File: config.mk
export PLATFORM = sky130hd
export DESIGN_NAME = excp_commit_flat
export DESIGN_NICKNAME = d
export VERILOG_FILES = /design/src/rtl/cp0_pkg.sv /design/src/rtl/excp_commit_if.sv /design/src/rtl/exc_lane_check.sv /design/src/rtl/excp_commit.sv /design/src/flat_wrapper.sv
export SDC_FILE = /design/constraint.sdc
export NUM_CORES = 1
export LEC_CHECK = 0
export CAP_MARGIN = 10
export CORE_AREA = 2 2 162 164
export CTS_CLUSTER_SIZE = 8
export DETAILED_ROUTE_END_ITERATION = 6
export DIE_AREA = 0 0 164 166
export GPL_TIMING_DRIVEN = 0
export PLACE_DENSITY = 0.67
export SYNTH_ARGS = -nofsm -noshare
export SYNTH_HDL_FRONTEND = slang
export SYNTH_SLANG_ARGS = --single-unit
export TNS_END_PERCENT = 100
File: constraint.sdc
create_clock -name clk -period 2.9 [get_ports clk]
set_input_delay 0.435 -clock clk [delete_from_list [all_inputs] [get_ports clk]]
set_output_delay 0.435 -clock clk [all_outputs]
set_load 0.02 [all_outputs]
File: src/rtl/cp0_pkg.sv
// Shared cp0 types: exception/TLB fault encodings, cp0 command type and the
// per-lane commit bundle used by the exception arbiter.
package cp0_pkg;

  typedef struct packed {
    logic badVaddrF;
    logic reserved;
    logic syscall;
    logic breakpoint;
    logic overflow;
    logic badVaddrL;
    logic badVaddrS;
  } excp_type_t;

  typedef struct packed {
    logic refill;
    logic invalid;
    logic modified;
  } tlb_exc_t;

  typedef enum logic {
    NONE      = 1'b0,
    EXCEPTION = 1'b1
  } cp0_type_t;

  typedef enum logic [1:0] {
    EV_NONE,
    EV_EXC,
    EV_INT,
    EV_ERET
  } commit_event_t;

  typedef enum logic {
    RUN,
    DRAIN
  } commit_state_t;

  typedef struct packed {
    logic       valid;
    logic [31:0] pc;
    logic       branch;
    logic       eret;
    excp_type_t etype;
    tlb_exc_t   itlb;
    tlb_exc_t   dtlb;
    logic       dwrite;
    logic [31:0] vaddr;
  } lane_exc_t;

  localparam logic [4:0] EXCCODE_INT  = 5'h00;
  localparam logic [4:0] EXCCODE_MOD  = 5'h01;
  localparam logic [4:0] EXCCODE_TLBL = 5'h02;
  localparam logic [4:0] EXCCODE_TLBS = 5'h03;
  localparam logic [4:0] EXCCODE_ADEL = 5'h04;
  localparam logic [4:0] EXCCODE_ADES = 5'h05;
  localparam logic [4:0] EXCCODE_SYS  = 5'h08;
  localparam logic [4:0] EXCCODE_BP   = 5'h09;
  localparam logic [4:0] EXCCODE_RI   = 5'h0a;
  localparam logic [4:0] EXCCODE_OV   = 5'h0c;

  // Fetch faults outrank decode faults, which outrank data-side faults.
  function automatic logic [4:0] exccode(excp_type_t e, tlb_exc_t it,
                                         tlb_exc_t dt, logic dwrite);
    logic [4:0] code;
    code = EXCCODE_INT;
    if (e.badVaddrF)                code = EXCCODE_ADEL;
    else if (|it)                   code = EXCCODE_TLBL;
    else if (e.reserved)            code = EXCCODE_RI;
    else if (e.syscall)             code = EXCCODE_SYS;
    else if (e.breakpoint)          code = EXCCODE_BP;
    else if (e.overflow)            code = EXCCODE_OV;
    else if (e.badVaddrL)           code = EXCCODE_ADEL;
    else if (e.badVaddrS)           code = EXCCODE_ADES;
    else if (dt.modified)           code = EXCCODE_MOD;
    else if (dt.refill | dt.invalid) code = dwrite ? EXCCODE_TLBS : EXCCODE_TLBL;
    return code;
  endfunction

endpackage

File: src/rtl/excp_commit_if.sv
// Memory-stage lanes in, cp0 exception bundle and commit/flush out.
interface excp_commit_if import cp0_pkg::*; ();

  logic              stall;
  logic [1:0]        lane_valid;
  logic [1:0][31:0]  lane_pc;
  logic [1:0]        lane_branch;
  logic [1:0]        lane_eret;
  excp_type_t [1:0]  lane_etype;
  tlb_exc_t [1:0]    lane_itlb;
  tlb_exc_t [1:0]    lane_dtlb;
  logic [1:0]        lane_dwrite;
  logic [1:0][31:0]  lane_vaddr;
  logic              is_int;
  logic [31:0]       entrance;
  logic [31:0]       epc;

  cp0_type_t         ctype;
  excp_type_t        etype;
  logic [31:0]       pc;
  logic [31:0]       vaddr;
  logic              is_slot;
  logic              d_write;
  logic              is_eret;
  tlb_exc_t          i_tlb_exc;
  tlb_exc_t          d_tlb_exc;
  logic              inter_valid;
  logic              int_slot;
  logic [31:0]       int_pc;
  logic [1:0]        commit;
  logic              flush;
  logic [31:0]       redirect_pc;
  logic [31:0]       last_pc;

  modport master (
    output stall, lane_valid, lane_pc, lane_branch, lane_eret, lane_etype,
           lane_itlb, lane_dtlb, lane_dwrite, lane_vaddr, is_int, entrance, epc,
    input  ctype, etype, pc, vaddr, is_slot, d_write, is_eret, i_tlb_exc,
           d_tlb_exc, inter_valid, int_slot, int_pc, commit, flush,
           redirect_pc, last_pc
  );

  modport slave (
    input  stall, lane_valid, lane_pc, lane_branch, lane_eret, lane_etype,
           lane_itlb, lane_dtlb, lane_dwrite, lane_vaddr, is_int, entrance, epc,
    output ctype, etype, pc, vaddr, is_slot, d_write, is_eret, i_tlb_exc,
           d_tlb_exc, inter_valid, int_slot, int_pc, commit, flush,
           redirect_pc, last_pc
  );

endinterface

File: src/rtl/exc_lane_check.sv
// Per-lane fault reduction: a valid lane excepts when any fault bit is set.
module exc_lane_check import cp0_pkg::*; (
  input  logic       valid,
  input  excp_type_t etype,
  input  tlb_exc_t   itlb,
  input  tlb_exc_t   dtlb,
  output logic       excepting
);

  assign excepting = valid & ((|etype) | (|itlb) | (|dtlb));

endmodule

File: src/rtl/excp_commit.sv
// Commit-point exception arbiter: picks the oldest excepting/interruptible
// lane, produces the commit mask, and pulses the cp0 bundle plus flush.
module excp_commit import cp0_pkg::*; #(
  parameter int          FLUSH_CYCLES = 2,
  parameter logic [31:0] RESET_PC     = 32'hbfc00000
) (
  input logic         clk,
  input logic         reset,
  excp_commit_if.slave bus
);

  localparam int CNT_W = (FLUSH_CYCLES > 1) ? $clog2(FLUSH_CYCLES) : 1;
  localparam logic [CNT_W-1:0] DRAIN_LOAD = CNT_W'(FLUSH_CYCLES - 1);

  lane_exc_t       lane [2];
  logic [1:0]      excepting;
  commit_state_t   state, state_next;
  logic [CNT_W-1:0] cnt, cnt_next;
  commit_event_t   ev;
  logic            ev_lane;
  logic            ev_slot;
  logic [1:0]      commit_c;
  logic            run;
  logic            prev_branch;
  lane_exc_t       sel;

  always_comb begin
    for (int i = 0; i < 2; i++) begin
      lane[i].valid  = bus.lane_valid[i];
      lane[i].pc     = bus.lane_pc[i];
      lane[i].branch = bus.lane_branch[i];
      lane[i].eret   = bus.lane_eret[i];
      lane[i].etype  = bus.lane_etype[i];
      lane[i].itlb   = bus.lane_itlb[i];
      lane[i].dtlb   = bus.lane_dtlb[i];
      lane[i].dwrite = bus.lane_dwrite[i];
      lane[i].vaddr  = bus.lane_vaddr[i];
    end
  end

  exc_lane_check u_chk0 (
    .valid(lane[0].valid), .etype(lane[0].etype), .itlb(lane[0].itlb),
    .dtlb(lane[0].dtlb), .excepting(excepting[0])
  );

  exc_lane_check u_chk1 (
    .valid(lane[1].valid), .etype(lane[1].etype), .itlb(lane[1].itlb),
    .dtlb(lane[1].dtlb), .excepting(excepting[1])
  );

  // Event arbitration: interrupt beats any fault; lane 0 is older than lane 1.
  always_comb begin
    ev         = EV_NONE;
    ev_lane    = 1'b0;
    commit_c   = 2'b00;
    state_next = state;
    cnt_next   = cnt;
    run        = reset && (state == RUN) && !bus.stall;

    if (run) begin
      if (bus.is_int && (lane[0].valid || lane[1].valid)) begin
        ev      = EV_INT;
        ev_lane = !lane[0].valid;
      end else if (excepting[0]) begin
        ev      = EV_EXC;
      end else if (excepting[1]) begin
        ev       = EV_EXC;
        ev_lane  = 1'b1;
        commit_c = {1'b0, lane[0].valid};
      end else if (lane[0].valid && lane[0].eret) begin
        ev       = EV_ERET;
        commit_c = 2'b01;
      end else if (!lane[0].valid && lane[1].valid && lane[1].eret) begin
        ev       = EV_ERET;
        ev_lane  = 1'b1;
        commit_c = 2'b10;
      end else begin
        commit_c = {lane[1].valid, lane[0].valid};
      end
    end

    case (state)
      RUN: begin
        if (ev != EV_NONE) begin
          state_next = DRAIN;
          cnt_next   = DRAIN_LOAD;
        end
      end
      DRAIN: begin
        if (cnt == '0) state_next = RUN;
        else           cnt_next   = cnt - 1'b1;
      end
      default: state_next = RUN;
    endcase
  end

  assign bus.commit = commit_c;
  assign sel        = lane[ev_lane];
  assign ev_slot    = ev_lane ? lane[0].branch : prev_branch;

  always_ff @(posedge clk or negedge reset) begin
    if (!reset) begin
      state <= RUN;
      cnt   <= '0;
    end else begin
      state <= state_next;
      cnt   <= cnt_next;
    end
  end

  // Delay-slot tracking follows the youngest committed lane across cycles.
  always_ff @(posedge clk or negedge reset) begin
    if (!reset) begin
      prev_branch <= 1'b0;
      bus.last_pc <= RESET_PC;
    end else begin
      if (ev != EV_NONE)    prev_branch <= 1'b0;
      else if (commit_c[1]) prev_branch <= lane[1].branch;
      else if (commit_c[0]) prev_branch <= lane[0].branch;

      if (commit_c[1])      bus.last_pc <= lane[1].pc;
      else if (commit_c[0]) bus.last_pc <= lane[0].pc;
    end
  end

  // Stage boundary into cp0: every field is a one-cycle pulse.
  always_ff @(posedge clk or negedge reset) begin
    if (!reset) begin
      bus.ctype       <= NONE;
      bus.etype       <= '0;
      bus.pc          <= '0;
      bus.vaddr       <= '0;
      bus.is_slot     <= 1'b0;
      bus.d_write     <= 1'b0;
      bus.is_eret     <= 1'b0;
      bus.i_tlb_exc   <= '0;
      bus.d_tlb_exc   <= '0;
      bus.inter_valid <= 1'b0;
      bus.int_slot    <= 1'b0;
      bus.int_pc      <= '0;
      bus.flush       <= 1'b0;
      bus.redirect_pc <= '0;
    end else begin
      bus.ctype       <= NONE;
      bus.etype       <= '0;
      bus.pc          <= '0;
      bus.vaddr       <= '0;
      bus.is_slot     <= 1'b0;
      bus.d_write     <= 1'b0;
      bus.is_eret     <= 1'b0;
      bus.i_tlb_exc   <= '0;
      bus.d_tlb_exc   <= '0;
      bus.inter_valid <= 1'b0;
      bus.int_slot    <= 1'b0;
      bus.int_pc      <= '0;
      bus.flush       <= 1'b0;
      bus.redirect_pc <= '0;
      case (ev)
        EV_EXC: begin
          bus.ctype       <= EXCEPTION;
          bus.etype       <= sel.etype;
          bus.pc          <= sel.pc;
          bus.vaddr       <= sel.vaddr;
          bus.is_slot     <= ev_slot;
          bus.d_write     <= sel.dwrite;
          bus.i_tlb_exc   <= sel.itlb;
          bus.d_tlb_exc   <= sel.dtlb;
          bus.flush       <= 1'b1;
          bus.redirect_pc <= bus.entrance;
        end
        EV_INT: begin
          bus.inter_valid <= 1'b1;
          bus.int_pc      <= sel.pc;
          bus.int_slot    <= ev_slot;
          bus.flush       <= 1'b1;
          bus.redirect_pc <= bus.entrance;
        end
        EV_ERET: begin
          bus.is_eret     <= 1'b1;
          bus.flush       <= 1'b1;
          bus.redirect_pc <= bus.epc;
        end
        default: ;
      endcase
    end
  end

endmodule

File: src/flat_wrapper.sv
// flat-port wrapper written by rule: the top's interface ports become plain ports
module excp_commit_flat import cp0_pkg::*;
#(
  parameter int          FLUSH_CYCLES = 2,
  parameter logic [31:0] RESET_PC     = 32'hbfc00000
)
  (clk, reset, bus_stall, bus_lane_valid, bus_lane_pc, bus_lane_branch, bus_lane_eret, bus_lane_etype, bus_lane_itlb, bus_lane_dtlb, bus_lane_dwrite, bus_lane_vaddr, bus_is_int, bus_entrance, bus_epc, bus_ctype, bus_etype, bus_pc, bus_vaddr, bus_is_slot, bus_d_write, bus_is_eret, bus_i_tlb_exc, bus_d_tlb_exc, bus_inter_valid, bus_int_slot, bus_int_pc, bus_commit, bus_flush, bus_redirect_pc, bus_last_pc);
  excp_commit_if bus_i ();
  input logic clk;
  input logic reset;
  input wire logic [$bits(bus_i.stall)-1:0] bus_stall;
  input wire logic [$bits(bus_i.lane_valid)-1:0] bus_lane_valid;
  input wire logic [$bits(bus_i.lane_pc)-1:0] bus_lane_pc;
  input wire logic [$bits(bus_i.lane_branch)-1:0] bus_lane_branch;
  input wire logic [$bits(bus_i.lane_eret)-1:0] bus_lane_eret;
  input wire logic [$bits(bus_i.lane_etype)-1:0] bus_lane_etype;
  input wire logic [$bits(bus_i.lane_itlb)-1:0] bus_lane_itlb;
  input wire logic [$bits(bus_i.lane_dtlb)-1:0] bus_lane_dtlb;
  input wire logic [$bits(bus_i.lane_dwrite)-1:0] bus_lane_dwrite;
  input wire logic [$bits(bus_i.lane_vaddr)-1:0] bus_lane_vaddr;
  input wire logic [$bits(bus_i.is_int)-1:0] bus_is_int;
  input wire logic [$bits(bus_i.entrance)-1:0] bus_entrance;
  input wire logic [$bits(bus_i.epc)-1:0] bus_epc;
  output wire logic [$bits(bus_i.ctype)-1:0] bus_ctype;
  output wire logic [$bits(bus_i.etype)-1:0] bus_etype;
  output wire logic [$bits(bus_i.pc)-1:0] bus_pc;
  output wire logic [$bits(bus_i.vaddr)-1:0] bus_vaddr;
  output wire logic [$bits(bus_i.is_slot)-1:0] bus_is_slot;
  output wire logic [$bits(bus_i.d_write)-1:0] bus_d_write;
  output wire logic [$bits(bus_i.is_eret)-1:0] bus_is_eret;
  output wire logic [$bits(bus_i.i_tlb_exc)-1:0] bus_i_tlb_exc;
  output wire logic [$bits(bus_i.d_tlb_exc)-1:0] bus_d_tlb_exc;
  output wire logic [$bits(bus_i.inter_valid)-1:0] bus_inter_valid;
  output wire logic [$bits(bus_i.int_slot)-1:0] bus_int_slot;
  output wire logic [$bits(bus_i.int_pc)-1:0] bus_int_pc;
  output wire logic [$bits(bus_i.commit)-1:0] bus_commit;
  output wire logic [$bits(bus_i.flush)-1:0] bus_flush;
  output wire logic [$bits(bus_i.redirect_pc)-1:0] bus_redirect_pc;
  output wire logic [$bits(bus_i.last_pc)-1:0] bus_last_pc;
  assign bus_i.stall = bus_stall;
  assign bus_i.lane_valid = bus_lane_valid;
  assign bus_i.lane_pc = bus_lane_pc;
  assign bus_i.lane_branch = bus_lane_branch;
  assign bus_i.lane_eret = bus_lane_eret;
  assign bus_i.lane_etype = bus_lane_etype;
  assign bus_i.lane_itlb = bus_lane_itlb;
  assign bus_i.lane_dtlb = bus_lane_dtlb;
  assign bus_i.lane_dwrite = bus_lane_dwrite;
  assign bus_i.lane_vaddr = bus_lane_vaddr;
  assign bus_i.is_int = bus_is_int;
  assign bus_i.entrance = bus_entrance;
  assign bus_i.epc = bus_epc;
  assign bus_ctype = bus_i.ctype;
  assign bus_etype = bus_i.etype;
  assign bus_pc = bus_i.pc;
  assign bus_vaddr = bus_i.vaddr;
  assign bus_is_slot = bus_i.is_slot;
  assign bus_d_write = bus_i.d_write;
  assign bus_is_eret = bus_i.is_eret;
  assign bus_i_tlb_exc = bus_i.i_tlb_exc;
  assign bus_d_tlb_exc = bus_i.d_tlb_exc;
  assign bus_inter_valid = bus_i.inter_valid;
  assign bus_int_slot = bus_i.int_slot;
  assign bus_int_pc = bus_i.int_pc;
  assign bus_commit = bus_i.commit;
  assign bus_flush = bus_i.flush;
  assign bus_redirect_pc = bus_i.redirect_pc;
  assign bus_last_pc = bus_i.last_pc;
  excp_commit #(.FLUSH_CYCLES(FLUSH_CYCLES), .RESET_PC(RESET_PC)) u_core (.clk(clk), .reset(reset), .bus(bus_i));
endmodule
==> Word level (Yosys, flattened, before mapping) <==
Cells that the tools add are included.
{ "classes": {"n_addsub": 1, "n_lt_le_gt_ge": 1, "eq_ne": 4, "mux": 47, "n_bitwise": 8, "n_reduce_logical": 20} }
{ "op_table": {"columns": ["op", "count"], "rows": [
  ["2-to-1 mux 80 bit", 3],
  ["2-to-1 mux 32 bit", 5],
  ["case mux 32 bit (2 select lines)", 1],
  ["2-to-1 mux 2 bit", 12],
  ["2-to-1 mux 1 bit", 21],
  ["OR reduction 3 bit", 5],
  ["OR reduction 7 bit", 2],
  ["2-to-1 mux 7 bit", 1],
  ["logical AND 1 bit", 6],
  ["2-to-1 mux 3 bit", 2],
  ["== test 2 bit, second input constant", 2],
  ["bitwise OR 1 bit", 4],
  ["case mux 1 bit (2 select lines)", 2],
  ["nonzero test 2 bit", 2],
  ["nonzero test 3 bit", 1],
  ["bitwise AND 1 bit", 2],
  ["== test 2 x 1 -> 1 bit, second input constant", 1],
  [">= comparator 2 bit, second input constant", 1],
  ["zero test 1 bit", 2],
  ["!= test 2 bit, second input constant", 1],
  ["inverter 1 -> 2 bit", 1],
  ["OR reduction 2 bit", 1],
  ["logical OR 1 bit", 1],
  ["inverter 1 bit", 1],
  ["subtractor 1 bit, second input constant", 1]
]} }
{ "totals": {"reg_bits": 183, "output_inout_bits": 182, "wordCells": 109} }

==> Depth between registers and ports, before layout <==
{ "depth": {"ltp_word": 14, "mapped_depth": 9} }

==> Modules after synthesis <==
From an unflattened synthesis, not the netlist that was laid out.
{ "hier_totals": {"cells_unflattened": 785, "hier_area_um2": 8117.8} }
{ "modules_own_cells": {"columns": ["module", "instances", "cells_per_inst", "area_each_um2"], "rows": [
  ["excp_commit", 1, 773, 8050.2],
  ["exc_lane_check", 2, 6, 33.8]
]} }

==> Least setup slack after synthesis <==
OpenSTA, ideal clock, no wires.
{ "synth_timing": {"path_kind": "input to register", "from": "in bus_stall", "to": "reg u_core.bus.last_pc[30] (netlist name)", "setup_ns": 0.125, "arrival_time_ns": 2.231, "t_required_ns": 2.775, "slack_ns": 0.544, "path_stages": 7, "n_path_buf": 2, "path_cell_list": "or3b_1 -> buf_2 -> or3b_4 -> nor2_4 -> buf_6 -> mux2_1 -> mux2_4"} }
{ "synth_via": {"elab_chain_cells": 4, "word_cells_on_any_way": 5, "classes_between": "2 x mux; 3 x reduce/logical"} }
{ "synth_rtl": {"columns": ["item", "line_no", "text"], "rows": [
  ["start, declared", "flat_wrapper.sv:11", "input wire logic [$bits(bus_i.stall)-1:0] bus_stall;"],
  ["zero test 1 bit", "excp_commit.sv:58", "run = reset && (state == RUN) && !bus.stall;"],
  ["logical AND 1 bit", "excp_commit.sv:58", null],
  ["2-to-1 mux 2 bit", "excp_commit.sv:60", "if (run) begin"],
  ["named net bus_commit[0]", "flat_wrapper.sv:36", "output wire logic [$bits(bus_i.commit)-1:0] bus_commit;"],
  ["nonzero test 2 bit (no line)", null, null],
  ["end signal, assigned", "excp_commit.sv:121", "if (commit_c[1]) bus.last_pc <= lane[1].pc;"],
  ["end signal, assigned", "excp_commit.sv:122", "else if (commit_c[0]) bus.last_pc <= lane[0].pc;"],
  ["end, declared", "excp_commit_if.sv:48", "redirect_pc, last_pc"]
]} }
The timed path passes the listed nets, and every way through them passes these cells.
A chain may end at the register's enable or synchronous reset.

==> Worst setup path after layout <==
{ "layout_timing": {"from": "reg u_core.state", "to": "out bus_commit[0]"} }
{ "layout_via": {"elab_chain_cells": 4} }
{ "layout_rtl": {"columns": ["item", "line_no", "text"], "rows": [
  ["start, declared", "excp_commit.sv:17", "commit_state_t state, state_next;"],
  ["start signal, assigned", "excp_commit.sv:106", "state <= state_next;"],
  ["inverter 1 bit", "excp_commit.sv:58", null],
  ["logical AND 1 bit (2 in series)", "excp_commit.sv:58", null],
  ["2-to-1 mux 2 bit", "excp_commit.sv:60", null],
  ["end, declared", "flat_wrapper.sv:36", null]
]} }
No other way between the ends.

==> impl_metrics.json <==
{
  "status": "completed",
  "antenna_found_initial": 2,
  "initialDrtViolationCount": 415,
  "grt_pass1_vias": 7368,
  "initial_core_util": 0.308,
  "grt_pass1_wl_mm": 45.3,
  "place_inst": 1402,
  "synth_seq_area_share": 0.581,
  "clk_pin_slew_worst_paths_ps": 70,
  "ys_ff_latch": 183,
  "vias": 6839,
  "worstPathMaxFanout": 10,
  "worstSetupStartpoint": "u_core.state",
  "r2r_start": "u_core.state",
  "wl_per_cell_um": 20.8,
  "grt_max_degree": 44,
  "criticalPathCategory": "reg2out",
  "portBuffers": 411,
  "final_layout_size_suffix_gt1_frac": 0.132,
  "cp_cell_sequence": "or3b_1, buf_2, or3b_4, nor2_4, buf_6, clkdlybuf4s15_1",
  "max_freq_mhz": 357,
  "setup_viol": 0,
  "fin_setup_tns_ps": 0,
  "finalClockSkew_ps": 13.8,
  "postLayoutCellArea_um2": 13400,
  "setup.worst_path.start_class": "flop",
  "clock_latency_ps": 430,
  "fin_crit_sh": 0.967,
  "synth_area_per_cell_um2": 12.1,
  "drc": 0,
  "finalHoldViolCount": 0,
  "slowest_delay_ps": 410,
  "yosys_warnings": 0,
  "required_ps": 2470,
  "synth.distinct_cells": 36,
  "rsz0062_at_grt": "false",
  "coreArea_um2": 25600,
  "place_area_um2": 12500,
  "cts_tree": "built",
  "drt_wl_total_mm": 30.2,
  "cts_buffers": 17,
  "worst_pin_slew_ps": 999,
  "synthToLayoutAreaGrowth_pct": 69.1,
  "viasPerCell": 4.71,
  "relSlewSlack": 0.334,
  "place_congestion": 0.845,
  "cpMaxStageDelayCell": "dfrtp_1",
  "synthCells": 655,
  "track_usage": 0.224,
  "die_width_um": 164,
  "cap_viol_max_count": 0,
  "report.final.slew_viol_count": 0,
  "nets": 1333,
  "ir_drop_v": 0.000347,
  "endpoint_kind": "output pin",
  "fin_crit_ps": 2800,
  "wl_met3_mm": 2.22,
  "min_path_type": "in2async",
  "whs_ps": 61.4,
  "highest_layer": "met5",
  "num_io_pins": 412,
  "netlist_area_um2": 7900,
  "dr_wl_met2_mm": 14.8,
  "final_cells": 1451,
  "die_h_um": 166,
  "cts_buffer_depth": 2,
  "cts_sinks": 183,
  "first_pass_iters": 6,
  "root_buffer": "clkbuf_16",
  "dp_hpwl_mm": 21.6,
  "syn-num-nets": 886,
  "total_power_mw": 5.83,
  "fp-row-count": 59,
  "arrival_ps": 2370,
  "antenna_left": 0,
  "power.leakage_nw": 6.13,
  "powerDensity_nw_per_um2": 436,
  "die_area_um2": 27200,
  "htreeDepth": 4,
  "drt-met1-wl_mm": 12.2,
  "grt_overflow": 0
}
-- worst max-delay path, delay by kind of cell, from the launching register on --
kind	cells	cell delay, ps
and+or+nand+nor	3	910
buffers and inverters	3	650
DFF	1	410
-- cells in the mapped netlist, drive strengths merged --
library cell | n | area (um^2)
dfrtp | 174 | 4350
nand2 | 140 | 526
mux2i | 67 | 671
mux2 | 62 | 800
a22o | 47 | 412
nor2 | 38 | 150
a22oi | 33 | 248
buf | 29 | 176
clkbuf | 20 | 75.1
dfstp | 9 | 236
o21ai | 5 | 25.0
a21oi | 4 | 20.0
nor3 | 4 | 20.0
nor4 | 4 | 37.5
inv | 3 | 11.3
nand4 | 2 | 18.8
nor3b | 2 | 15.0
or3b | 2 | 20.0
a21o | 1 | 7.51
a221oi | 1 | 8.76
a311oi | 1 | 8.76
and2 | 1 | 6.26
and4 | 1 | 8.76
ha | 1 | 12.5
nand3b | 1 | 7.51
nand4bb | 1 | 11.3
o21a | 1 | 7.51
or2 | 1 | 6.26
-- what timing repair did --
item,4_1_cts,5_1_grt
hold buffers,7,0
buffers inserted,5,1
endpoints found under the hold margin,71,0
setup endpoints to repair,164,32
gates cloned,4,0
gates resized for setup,17,16
pin swaps,6,6
-- cell families after synthesis --
family	share of synthesized area
compound gates	0.0933
fa+ha+maj	0.00158
buf+inv	0.0333
flops	0.581
mux	0.186
simple gates	0.105
-- final timing paths --
| check | to | slack, ps | cells after the start |
|---|---|---|---|
| setup / recovery | bus_commit[0] | 100 | 6 |
| hold / removal | u_core.bus.pc[9] | 60 | 2 |
| setup reg to reg | u_core.bus.last_pc[18] | 360 | 8 |
| hold reg to reg | u_core.cnt | 480 | 1 |
| max in group asynchronous | u_core.bus.redirect_pc[7] | 1720 | 2 |
| min in group clk | u_core.bus.etype[6] | 350 | 2 |
-- metal layers --
metal / global-route usage / vias up
li1: - / 3181
met1: 0.273 / 3330
met2: 0.374 / 276
met3: 0.0649 / 50
met4: 0.0831 / 2
met5: 0 / -
-- stage by stage --
step | util | worst slack (ps)
final | 0.521 | 95.7
after global routing | 0.521 | 3.89
after CTS | 0.520 | 37.2
after detailed placement | 0.487 | -1150
after global placement | 0.485 | -7280
after floorplan | - | 544
-- placed cells by master (no fill, tap or decap), types with 3 or more instances in the layout --
master / synthesis / final
nand2_1: 140 / 139
o21ai_0: 5 / 5
a22oi_1: 33 / 33
buf_4: 0 / 8
mux2i_1: 67 / 67
dlygate4sd2_1: 0 / 3
buf_6: 6 / 5
dfstp_2: 9 / 9
clkbuf_2: 0 / 6
clkdlybuf4s50_1: 0 / 403
buf_2: 18 / 17
dfrtp_1: 174 / 174
nor4_4: 0 / 3
mux2_2: 27 / 27
bufbuf_16: 0 / 4
buf_1: 5 / 5
a22o_1: 47 / 47
a21oi_1: 4 / 4
clkbuf_1: 20 / 16
clkinvlp_4: 0 / 5
clkbuf_16: 0 / 17
dlygate4sd3_1: 0 / 4
inv_1: 3 / 3
buf_12: 0 / 3
nor2_1: 37 / 37
nor3_1: 4 / 3
mux2_4: 27 / 27
mux2_1: 8 / 8
-- final cells by class --
cell class	count	area [um^2]
Timing Repair Buffer	429	4430
Antenna cell	1	2.50
Clock inverter	13	124
Fill cell	2262	12300
Inverter	3	11.3
Clock buffer	19	433
Tap cell	335	419
Multi-Input combinational cell	420	3090
Sequential cell	183	4590
Buffer	48	250
-- state kept, by name, summed over array words and instances, names as in the netlist, 3 cells and up --
register and cells:
u_core.bus.etype 7, u_core.bus.last_pc 32, u_core.bus.i_tlb_exc 3, u_core.bus.redirect_pc 32
u_core.bus.vaddr 32, u_core.bus.d_tlb_exc 3, u_core.bus.int_pc 32, u_core.bus.pc 32
-- power by group --
group	internal, mW	switching (mW)	total, mW
Clock	1.13	1.12	2.25
Sequential	2.62	0.0234	2.64
Combinational	0.509	0.427	0.936
Total	4.26	1.57	5.83
Note: power is estimated with default switching activity, not from simulation.
